## src/rtl/rot_cmd_queue.sv

```systemverilog
// Command FIFO plus registered result stage around an external 8-bit combinational barrel rotator.
// Commands queue up, the head drives the rotator, and its output is captured with a valid/ready handshake.
module rot_cmd_queue #(
   parameter int DEPTH = 4,
   parameter int CNT_W = 8
) (
   input  logic                     clk,
   input  logic                     rst,
   input  logic                     cmd_valid,
   output logic                     cmd_ready,
   input  logic [7:0]               cmd_data,
   input  logic [2:0]               cmd_shift,
   input  logic                     cmd_dir,
   output logic [7:0]               sh_in,
   output logic [2:0]               sh_shift,
   output logic                     sh_dir,
   input  logic [7:0]               sh_out,
   output logic                     res_valid,
   input  logic                     res_ready,
   output logic [7:0]               res_data,
   output logic [$clog2(DEPTH):0]   level,
   output logic [CNT_W-1:0]         done_cnt
);

   localparam int AW    = $clog2(DEPTH);
   localparam int LVL_W = AW + 1;

   typedef struct packed {
      logic [7:0] data;
      logic [2:0] shift;
      logic       dir;
   } cmd_t;

   cmd_t             mem_q [DEPTH];
   cmd_t             mem_d [DEPTH];
   logic [LVL_W-1:0] wr_ptr_q, wr_ptr_d;
   logic [LVL_W-1:0] rd_ptr_q, rd_ptr_d;
   logic             res_valid_q, res_valid_d;
   logic [7:0]       res_data_q, res_data_d;
   logic [CNT_W-1:0] done_cnt_q, done_cnt_d;

   logic             full;
   logic             empty;
   logic             push;
   logic             load;
   logic             handoff;
   cmd_t             head;

   // Pointers carry one extra MSB so equal low bits with different MSBs means full.
   assign level     = wr_ptr_q - rd_ptr_q;
   assign full      = (level == LVL_W'(DEPTH));
   assign empty     = (level == '0);
   assign cmd_ready = !full && !rst;
   assign push      = cmd_valid && cmd_ready;
   assign handoff   = res_valid_q && res_ready;
   assign load      = !empty && (!res_valid_q || res_ready);

   assign head      = empty ? '0 : mem_q[rd_ptr_q[AW-1:0]];
   assign sh_in     = head.data;
   assign sh_shift  = head.shift;
   assign sh_dir    = head.dir;

   assign res_valid = res_valid_q;
   assign res_data  = res_data_q;
   assign done_cnt  = done_cnt_q;

   always_comb begin
      mem_d    = mem_q;
      wr_ptr_d = wr_ptr_q;
      rd_ptr_d = rd_ptr_q;
      if (push) begin
         mem_d[wr_ptr_q[AW-1:0]] = '{data: cmd_data, shift: cmd_shift, dir: cmd_dir};
         wr_ptr_d = wr_ptr_q + LVL_W'(1);
      end
      if (load) begin
         rd_ptr_d = rd_ptr_q + LVL_W'(1);
      end
   end

   // A load refills the result register even while the old result is being taken.
   always_comb begin
      res_valid_d = res_valid_q;
      res_data_d  = res_data_q;
      done_cnt_d  = done_cnt_q;
      if (load) begin
         res_valid_d = 1'b1;
         res_data_d  = sh_out;
      end else if (handoff) begin
         res_valid_d = 1'b0;
      end
      if (handoff) begin
         done_cnt_d = done_cnt_q + CNT_W'(1);
      end
   end

   always_ff @(posedge clk) begin
      if (rst) begin
         wr_ptr_q    <= '0;
         rd_ptr_q    <= '0;
         res_valid_q <= 1'b0;
         res_data_q  <= '0;
         done_cnt_q  <= '0;
      end else begin
         wr_ptr_q    <= wr_ptr_d;
         rd_ptr_q    <= rd_ptr_d;
         res_valid_q <= res_valid_d;
         res_data_q  <= res_data_d;
         done_cnt_q  <= done_cnt_d;
      end
   end

   // Storage needs no reset: empty pointers mask it from every output.
   always_ff @(posedge clk) begin
      mem_q <= mem_d;
   end

endmodule

```

## config.mk

```make
export PLATFORM = sky130hd
export DESIGN_NAME = rot_cmd_queue
export DESIGN_NICKNAME = d
export VERILOG_FILES = /design/src/rtl/rot_cmd_queue.sv
export SDC_FILE = /design/constraint.sdc
export NUM_CORES = 1
export LEC_CHECK = 0
export ABC_AREA = 0
export CAP_MARGIN = 20
export CORE_ASPECT_RATIO = 2
export CORE_MARGIN = 2
export CORE_UTILIZATION = 40
export CTS_BUF_LIST = sky130_fd_sc_hd__clkbuf_2
export DETAILED_ROUTE_END_ITERATION = 8
export PLACE_DENSITY = 0.73
export SLEW_MARGIN = 15
export SYNTH_ARGS = -nofsm -noshare
export SYNTH_HDL_FRONTEND = slang
export SYNTH_SLANG_ARGS = --single-unit
```

## constraint.sdc

```tcl
create_clock -name clk -period 7.09 [get_ports clk]
set_input_delay 0.709 -clock clk [delete_from_list [all_inputs] [get_ports clk]]
set_output_delay 0.709 -clock clk [all_outputs]
set_load 0.05 [all_outputs]
```

# After elaboration in Yosys (flattened, before gate mapping)
# Cells that the tools add are included.
# Widths: inputs -> output; s select.
[classes]
order_cmp = 3
div = 0
multipliers = 0
shifts = 0
bitwise_logic = 2
n_reduce_logical = 12
n_eq_ne = 1
n_mux = 9
addsub = 4
[ops]
columns = ["cell", "count"]
rows = [
  ["$bwmux 48", 1],
  ["$mux 12", 4],
  ["$bmux 12 s2", 1],
  ["$demux 12 s2", 1],
  ["$add 8x1->8 const B", 1],
  ["$add 3x1->3 const B", 2],
  ["$ge 3x3->1 const B", 2],
  ["$not 2->3", 2],
  ["$logic_and 1x1->1", 5],
  ["$logic_not 1->1", 4],
  ["$eq 3x3->1 const B", 1],
  ["$logic_not 3->1", 1],
  ["$lt 3x1->1 const B", 1],
  ["$sub 3x3->3", 1],
  ["$mux 1", 2],
  ["$reduce_bool 2->1", 1],
  ["$logic_or 1x1->1", 1],
]
[word_totals]
output_inout_bits = 33
inputBits = 24
mem_count = 0
rom_bits = 0
ff_bits = 71
latchBits = 0
ramBits = 0

# Longest topological paths before layout
# Gate-level depths: netlist of the first run.
[depth]
word_depth = 6
mapped_depth = 8
ltp_nobuf = 7

# Worst setup path before layout of the first run
# OpenSTA, ideal clock, no wires.
[synth_timing]
kind = "reg2out"
startpoint = "register wr_ptr_q[0]"
endpoint = "output port sh_in[0]"
setup_slack_ns = 3.838
required_ns = 6.381
path_stages_with_launch = 9
t_arrival_ns = 2.543
n_path_buf = 1
path_cell_list = "dfxtp_1 -> inv_1 -> ha_1 -> fa_1 -> xnor3_1 -> inv_2 -> nor2_1 -> buf_2 -> nor2b_1"
[synth_between]
elab_chain_len = 3
[synth_rtl]
columns = ["element", "line", "rtl"]
rows = [
  ["start, declared", "36", "logic [LVL_W-1:0] wr_ptr_q, wr_ptr_d;"],
  ["start signal, assigned", "104", "wr_ptr_q <= wr_ptr_d;"],
  ["$sub 3x3->3", "50", "assign level = wr_ptr_q - rd_ptr_q;"],
  ["named net level[2]", "21", "output logic [$clog2(DEPTH):0] level,"],
  ["$logic_not 3->1", "52", "assign empty = (level == '0);"],
  ["$mux 12", "58", "assign head = empty ? '0 : mem_q[rd_ptr_q[AW-1:0]];"],
  ["end, declared", "14", "output logic [7:0] sh_in,"],
]
# The timed path passes the listed nets, and every way through them passes these cells.

# Final worst setup path of the first run
[layout_timing]
startpoint = "register rd_ptr_q[0]"
endpoint = "output port sh_shift[1]"
[layout_between]
elab_chain_len = 5
word_cells_on_any_way = 7
cone_classes = "add/sub (1); mux (4); bitwise (1); reduce/logical (1)"
[layout_rtl]
columns = ["element", "line", "rtl"]
rows = [
  ["start, declared", "37", "logic [LVL_W-1:0] rd_ptr_q, rd_ptr_d;"],
  ["start signal, assigned", "105", "rd_ptr_q <= rd_ptr_d;"],
  ["branches (longest 4 deep; another with $sub 3x3->3)", "n/a", ""],
  ["$mux 12 (*)", "58", ""],
  ["end, declared", "15", "output logic [2:0] sh_shift,"],
]
# Every way passes the cells marked *. The select of a mux whose other input is x is not followed.

==> flow_metrics.tcl, run 1 <==
set metrics [dict create \
    status "complete, no violations" \
    syn_inst 208 \
    hpwl_um 3660 \
    start_util_pct 40.5 \
    slew_violations 0 \
    num_rows 45 \
    hold_viol 0 \
    r2r_slack_ps 3660 \
    cts_buffers 9 \
    yosysSeqAreaShare_pct 62.7 \
    num_vias 1872 \
    post_route_cells_drive_above_1_share_pct 13.2 \
    syn-cell-area_sq_um 3030 \
    finalCritPeriodShare_pct 66.8 \
    area_growth_pct 26.6 \
    routed_wl_um 5490 \
    clk_pin_slew_worst_paths_ps 190 \
    required_ps 6380 \
    fin_area_sq_um 3840 \
    seq_area_sq_um 1900 \
    die_w_um 65.6 \
    worst-path-max-fanout 16 \
    relSlewSlack_pct 30.0 \
    fin_crit_ps 4740 \
    clock_sinks 71 \
    insertion_delay_ps 520 \
    placed_area_sq_um 3690 \
    tns_ps 0 \
    worstPathArrival_ps 4030 \
    dp_cells 350 \
    drtIter0Drc 75 \
    multi_input_area_sq_um 1080 \
    cts_hold_repair.buffers 0 \
    gp_congestion 0.744 \
    antenna_found_initial 0 \
    stdcell_count 367 \
    cts-root-buf "clkbuf_2" \
    syn-num-nets 240 \
    hp-class "flop to flop" \
    skew_ps 17.4 \
    h-tree-depth 3 \
    ant_nets 0 \
    grt_max_degree 42 \
    port_buffers 56 \
    final_common_cell "clkdlybuf4s50_1" \
    grt-ovfl-total 0 \
    fp.dieArea_sq_um 8340 \
    synth_cell_types 33 \
    setup_viol 0 \
    final_cell_mix "56 x clkdlybuf4s50_1, 48 x edfxtp_1, 23 x dfxtp_1" \
    wl_per_cell_um 15.0 \
    startpoint_type "flop" \
    track_usage_pct 14.8 \
    cts-resized-gates 0 \
    crit_type "flop to primary output" \
    io_pins 57 \
    avgViaCountPerCell 5.10 \
    num_antenna_cells 0 \
    worst_slew_pin_slew_ps 1050 \
    cts_setup_buffers 0 \
    cts_tree "done" \
    worst_setup_path_end_kind "primary output" \
    core_sq_um 7490 \
    ys_ff_latch 71 \
    ys_warn_count 0 \
    drt_first_pass_iters 4 \
    layout.nets 300 \
    die_h_um 127 \
    fillers 639 \
    drv_cap 0 \
    setup_slack_ps 2350 \
    grt_pass1_vias 1897 \
    grt_pass1_wl_um 9130 \
    drc 0 \
    clk_path_buf_depth 2 \
    rsz0062_at_grt "no" \
    preCtsSetupSlack_ps 2820 \
    syn_avg_cell_area_sq_um 14.6 \
    fmaxAchievable_ghz 0.211 \
]
[sequential cells by signal, summed over array words and instances, names as in the netlist]
signal and cells:
mem_q 48, rd_ptr_q 3, res_data 8, res_valid 1, done_cnt 8, wr_ptr_q 3
[area by class of cell]
| class | count | share of cell area (%) |
|---|---|---|
| Tap cell | 94 | 3.06 |
| Multi-Input combinational cell | 121 | 28.1 |
| Clock inverter | 6 | 2.22 |
| Inverter | 7 | 0.684 |
| Clock buffer | 10 | 1.30 |
| Timing Repair Buffer | 58 | 15.1 |
| Sequential cell | 71 | 49.5 |
[per-stage QoR]
stage | hold WS (ps) | util (%)
global route | 519 | 51.3
finish | 492 | 51.3
CTS | 499 | 51.1
global placement | 459 | 49.3
floorplan | 455 | -
detailed placement | 469 | 49.3
[per-layer routing]
metal / vias up / wire length, um / global-route usage [%]
met4: 0 / 119 / 7.11
li1: 886 / - / -
met1: 908 / 2290 / 18.1
met3: 10 / 302 / 4.05
met2: 68 / 2780 / 23.8
met5: - / 0 / 0
[critical path, stage by stage, from the launching register on]
cell	delay, ps
dfxtp_1	980
ha_1	310
fa_1	230
xnor3_1	230
inv_2	90
nor2_1	810
nor2b_1	110
clkdlybuf4s50_1	750
[Yosys cell counts, drive strengths merged]
library cell / n / share of area, %
edfxtp: 48 / 48
dfxtp: 23 / 15
nand2b: 21 / 4.3
nor2b: 14 / 2.9
mux4: 12 / 8.9
mux2i: 10 / 3.3
a21oi: 9 / 1.5
ha: 7 / 2.9
inv: 7 / 0.87
nor2: 7 / 0.87
nand2: 6 / 0.74
buf: 5 / 0.99
clkbuf: 4 / 0.49
nand3: 4 / 0.66
nor3b: 4 / 0.99
o21ai: 4 / 0.66
mux2: 3 / 1.2
or3: 3 / 0.62
xor2: 3 / 0.87
a21boi: 2 / 0.74
nand4: 2 / 0.41
o31ai: 2 / 0.49
or4: 2 / 0.49
a221oi: 1 / 0.29
and2: 1 / 0.21
and3: 1 / 0.21
fa: 1 / 0.66
o211ai: 1 / 0.25
xnor3: 1 / 0.74
[worst paths after layout]
| check | startpoint | to | cells after the start |
|---|---|---|---|
| setup / recovery | rd_ptr_q[0] | sh_shift[1] | 7 |
| hold / removal | res_data[0] | res_data[0] | 2 |
| setup reg to reg | rd_ptr_q[0] | mem_q[15] | 5 |
| hold reg to reg | res_data[0] | res_data[0] | 2 |
[cell families after synthesis]
family          share of synthesized area, %
flops                                   62.7
mux                                     13.4
xor+xnor                                1.61
compound gates                          3.92
buf+inv                                 2.35
fa+ha+maj                               3.55
simple gates                            12.4
Power of run 1 is not shown: default switching activity piles up to over one toggle a cycle in this logic, so the estimate is an artifact.
==> run 2, diff against run 1 <==
clock period = 4.84 ns   (was 7.09 ns; I/O delays follow)
==> run 2 against run 1 <==
Effect of this change: sequential share of layout area rose by 0.18 points; critical path type unchanged; first-iteration DRC count is 41% higher; highest routed layer unchanged; non-clock buffer count grew 3; worst setup slack lost 1300 ps; via count did not move; die area stayed put; cell count up 0.27%; core utilization shrank 0.18 points; critical endpoint is now sh_shift[0].
==> flow_metrics.tcl, run 2 (synthesis gave the netlist of run 1 again) <==
set metrics [dict create \
    routed_wl_um 5500 \
    cts_tree "done" \
    relSlewSlack_pct 29.0 \
    worst_setup_path_end_kind "primary output" \
    drt_first_pass_iters 4 \
    avgViaCountPerCell 5.09 \
    crit_type "flop to primary output" \
    setup_viol 0 \
    gp_congestion 0.717 \
    clk_pin_slew_worst_paths_ps 170 \
    cts_buffers 9 \
    die_w_um 65.6 \
    grt-ovfl-total 0 \
    hold_viol 0 \
    io_pins 57 \
    status "complete, no violations" \
    rsz0062_at_grt "no" \
    start_util_pct 40.5 \
    drc 0 \
    insertion_delay_ps 480 \
    drv_cap 0 \
    layout.nets 303 \
    final_common_cell "clkdlybuf4s50_1" \
    hp-class "flop to flop" \
    startpoint_type "flop" \
    antenna_found_initial 0 \
    cts_setup_buffers 0 \
    fin_crit_ps 3740 \
    cts_hold_repair.buffers 0 \
    die_h_um 127 \
    grt_max_degree 31 \
    track_usage_pct 14.6 \
    ant_nets 0 \
    clk_path_buf_depth 2 \
    worstPathArrival_ps 3260 \
    clock_sinks 71 \
    skew_ps 22.5 \
    core_sq_um 7490 \
    cts-resized-gates 0 \
    grt_pass1_vias 1921 \
    cts-root-buf "clkbuf_2" \
    port_buffers 56 \
    tns_ps 0 \
    final_core_util_pct 51.1 \
    required_ps 4360 \
    worst_slew_pin_slew_ps 1060 \
    worst-path-max-fanout 15 \
    fmaxAchievable_ghz 0.267 \
    largest_reg_flops 48 \
    h-tree-depth 3 \
    wl_per_cell_um 14.9 \
    num_vias 1872 \
    grt_pass1_wl_um 8920 \
    fp.dieArea_sq_um 8340 \
    drtIter0Drc 106 \
    finalCritPeriodShare_pct 77.3 \
    final_cell_mix "56 x clkdlybuf4s50_1, 48 x edfxtp_1, 23 x dfxtp_1" \
    num_antenna_cells 0 \
    area_growth_pct 26.2 \
    slew_violations 0 \
    regMostFlops "mem_q" \
    holdWs_ps 488 \
    hpwl_um 3770 \
    post_route_cells_drive_above_1_share_pct 14.2 \
    num_rows 45 \
]
==> run 2: cell count changes in the layout (fill, tap and decap cells not counted) <==
| cell | previous run | this run |
|---|---|---|
| clkinv_4 | 2 | 1 |
| clkinv_2 | 0 | 2 |
| bufinv_16 | 2 | 1 |
| clkinv_1 | 2 | 0 |
| buf_4 | 1 | 4 |
==> run 2: area by class of cell <==
| type | count | area (sq um) |
|---|---|---|
| clock buffer | 10 | 50.0 |
| clock inverter | 4 | 48.8 |
| fill | 652 | 3660 |
| inverter | 7 | 26.3 |
| multi-input combinational | 121 | 1080 |
| sequential | 71 | 1900 |
| tap | 94 | 118 |
| timing repair buffer | 61 | 602 |
==> run 2: metrics by stage <==
| stage | cell area, sq um | worst slack, ps | instances |
|---|---|---|---|
| 2_1_floorplan | 3030 | 1810 | 208 |
| 3_3_place_gp | 3710 | 1660 | 352 |
| 3_5_place_dp | 3710 | 1600 | 352 |
| 4_1_cts | 3810 | 991 | 366 |
| 5_1_grt | 3830 | 797 | 368 |
| 6_report | 3830 | 1100 | 368 |
==> run 2: worst paths after layout <==
path / startpoint / to / slack (ps) / cells past startpoint
setup / recovery: rd_ptr_q[1] / sh_shift[0] / 1100 / 7
hold / removal: res_data[0] / res_data[0] / 490 / 2
setup reg to reg: rd_ptr_q[1] / mem_q[20] / 1740 / 4
hold reg to reg: res_data[0] / res_data[0] / 490 / 2
==> run 2: metal layers <==
layer	up-vias	global-route usage [%]	part of all wire, %
met5	-	0	0
met4	0	9.44	0.76
met3	4	2.90	4.8
met2	54	23.4	51
met1	925	17.5	43
li1	889	-	-
==> run 2: critical path, cell delays in order, from the launching register on <==
cell	delay (ps)
dfxtp_1	810
fa_1	360
xnor3_1	280
inv_2	120
nor2_1	50
buf_4	190
nor2b_1	150
clkdlybuf4s50_1	820
Power of run 2 is left out for the same reason.
==> run 3, diff against run 2 <==
PLACE_DENSITY = 0.75   (was 0.73)
clock period = 3.17 ns   (was 4.84 ns; I/O delays follow)
==> run 3 against run 2 <==
Effect of this change: hold slack worse by 140 ps; routed wire length grew 5.0%; critical path depth rose by 2; core utilization grew 0.89 points; clock-buffer cell count rose by 1; cell count is 2.4% higher; first-iteration DRC count down 57%; global-route usage is 0.69 points higher; largest cell class unchanged; highest routed layer unchanged; non-clock buffer count increased by 7.
==> flow_metrics.tcl, run 3 (synthesis gave the netlist of run 1 again) <==
set metrics [dict create \
    die_h_um 127 \
    h-tree-depth 3 \
    final_core_util_pct 52.0 \
    cts_tree "done" \
    drtIter0Drc 46 \
    post_route_cells_drive_above_1_share_pct 22.3 \
    crit_type "flop to primary output" \
    final_common_cell "edfxtp_1" \
    startpoint_type "flop" \
    slowest_stage "fa_1" \
    fp.dieArea_sq_um 8340 \
    die_w_um 65.6 \
    largest_reg_flops 48 \
    skew_ps 26.3 \
    rsz0062_at_grt "no" \
    stdcell_count 377 \
    dp_cells 361 \
    num_rows 45 \
    grt_pass1_wl_um 9440 \
    worst-path-max-fanout 13 \
    cts-root-buf "clkbuf_2" \
    gp_congestion 0.816 \
    clock_sinks 71 \
    cts-resized-gates 0 \
    critPathMostFrequentCell "buf_4" \
    hp-class "input port to flop" \
    required_ps 2850 \
    grt-ovfl-total 0 \
    ant_nets 0 \
    multi_input_area_sq_um 1080 \
    worst_slew_pin_slew_ps 766 \
    wl_per_cell_um 15.3 \
    relSlewSlack_pct 48.4 \
    cts_hold_repair.buffers 0 \
    core_sq_um 7490 \
    grt_pass1_vias 1997 \
    hpwl_um 4090 \
    slew_violations 0 \
    insertion_delay_ps 520 \
    cts_buffers 9 \
    seq_area_sq_um 1900 \
    final_cell_mix "48 x edfxtp_1, 42 x clkdlybuf4s50_1, 25 x buf_4" \
    fin_area_sq_um 3890 \
    fillers 640 \
    start_util_pct 40.5 \
    status "complete, no violations" \
    io_pins 57 \
    critPathBufInv 4 \
    crit_chain "inv_1 -> ha_1 -> fa_1 -> xnor3_1 -> inv_2 -> nor2_1 -> buf_4 -> nor2b_1 -> buf_4" \
    antenna_found_initial 0 \
    drc 0 \
    layout.nets 310 \
    grt_max_degree 19 \
    clk_path_buf_depth 2 \
    cp_top_family "adder cells" \
    area_growth_pct 28.3 \
    clk_pin_slew_worst_paths_ps 170 \
    tns_ps 0 \
    placed_area_sq_um 3750 \
    track_usage_pct 15.2 \
    setup_viol 0 \
    avgViaCountPerCell 5.02 \
    worst_setup_path_end_kind "primary output" \
    regMostFlops "mem_q" \
    num_vias 1891 \
    routed_wl_um 5770 \
    port_buffers 56 \
    num_antenna_cells 0 \
    fin_crit_ps 2930 \
    fmaxAchievable_ghz 0.342 \
    worstPathArrival_ps 2610 \
    drv_cap 0 \
    max_stage_delay_ps 430 \
    drt_first_pass_iters 4 \
    hold_viol 0 \
    finalCritPeriodShare_pct 92.3 \
    cts_setup_buffers 0 \
]
-- run 3: cell count changes in the layout (fill, tap and decap cells not counted), sizes merged --
cell	delta
buf	+21
clkdlybuf4s50	-14
bufinv	+1
clkbuf	+1
-- run 3: worst register-to-register path: stages (launching register included) --
cell	delay, ps
dfxtp_2	380
inv_1	80
ha_1	220
fa_1	430
xnor3_1	250
o21ai_0	650
nor3b_2	110
buf_4	230
-- run 3: cell type report --
type,instances,area share (%)
Inverter,7,0.675
Timing Repair Buffer,68,16.1
Multi-Input combinational cell,121,27.7
Clock buffer,11,1.41
Sequential cell,71,48.9
Clock inverter,5,2.12
Tap cell,94,3.02
-- run 3: worst paths after layout --
check,startpoint,endpoint,slack [ps],cells past startpoint
max,wr_ptr_q[0],sh_in[6],240,9
min reg2reg,res_data[4],res_data[4],480,2
max reg2reg,wr_ptr_q[0],mem_q[14],600,7
min,sh_out[2],res_data[2],350,3
-- run 3: per-layer routing --
metal / global-route usage (%) / up-vias / part of all wire, %
li1: - / 910 / -
met1: 17.2 / 906 / 41
met2: 25.8 / 64 / 51
met3: 5.37 / 11 / 5.6
met4: 6.25 / 0 / 2.2
met5: 0 / - / 0
-- run 3: stage by stage --
step,hold slack (ps),setup slack [ps]
floorplan,416,272
global placement,462,722
detailed placement,467,570
CTS,296,121
global route,309,40.8
finish,347,245
Power of run 3 is left out for the same reason.
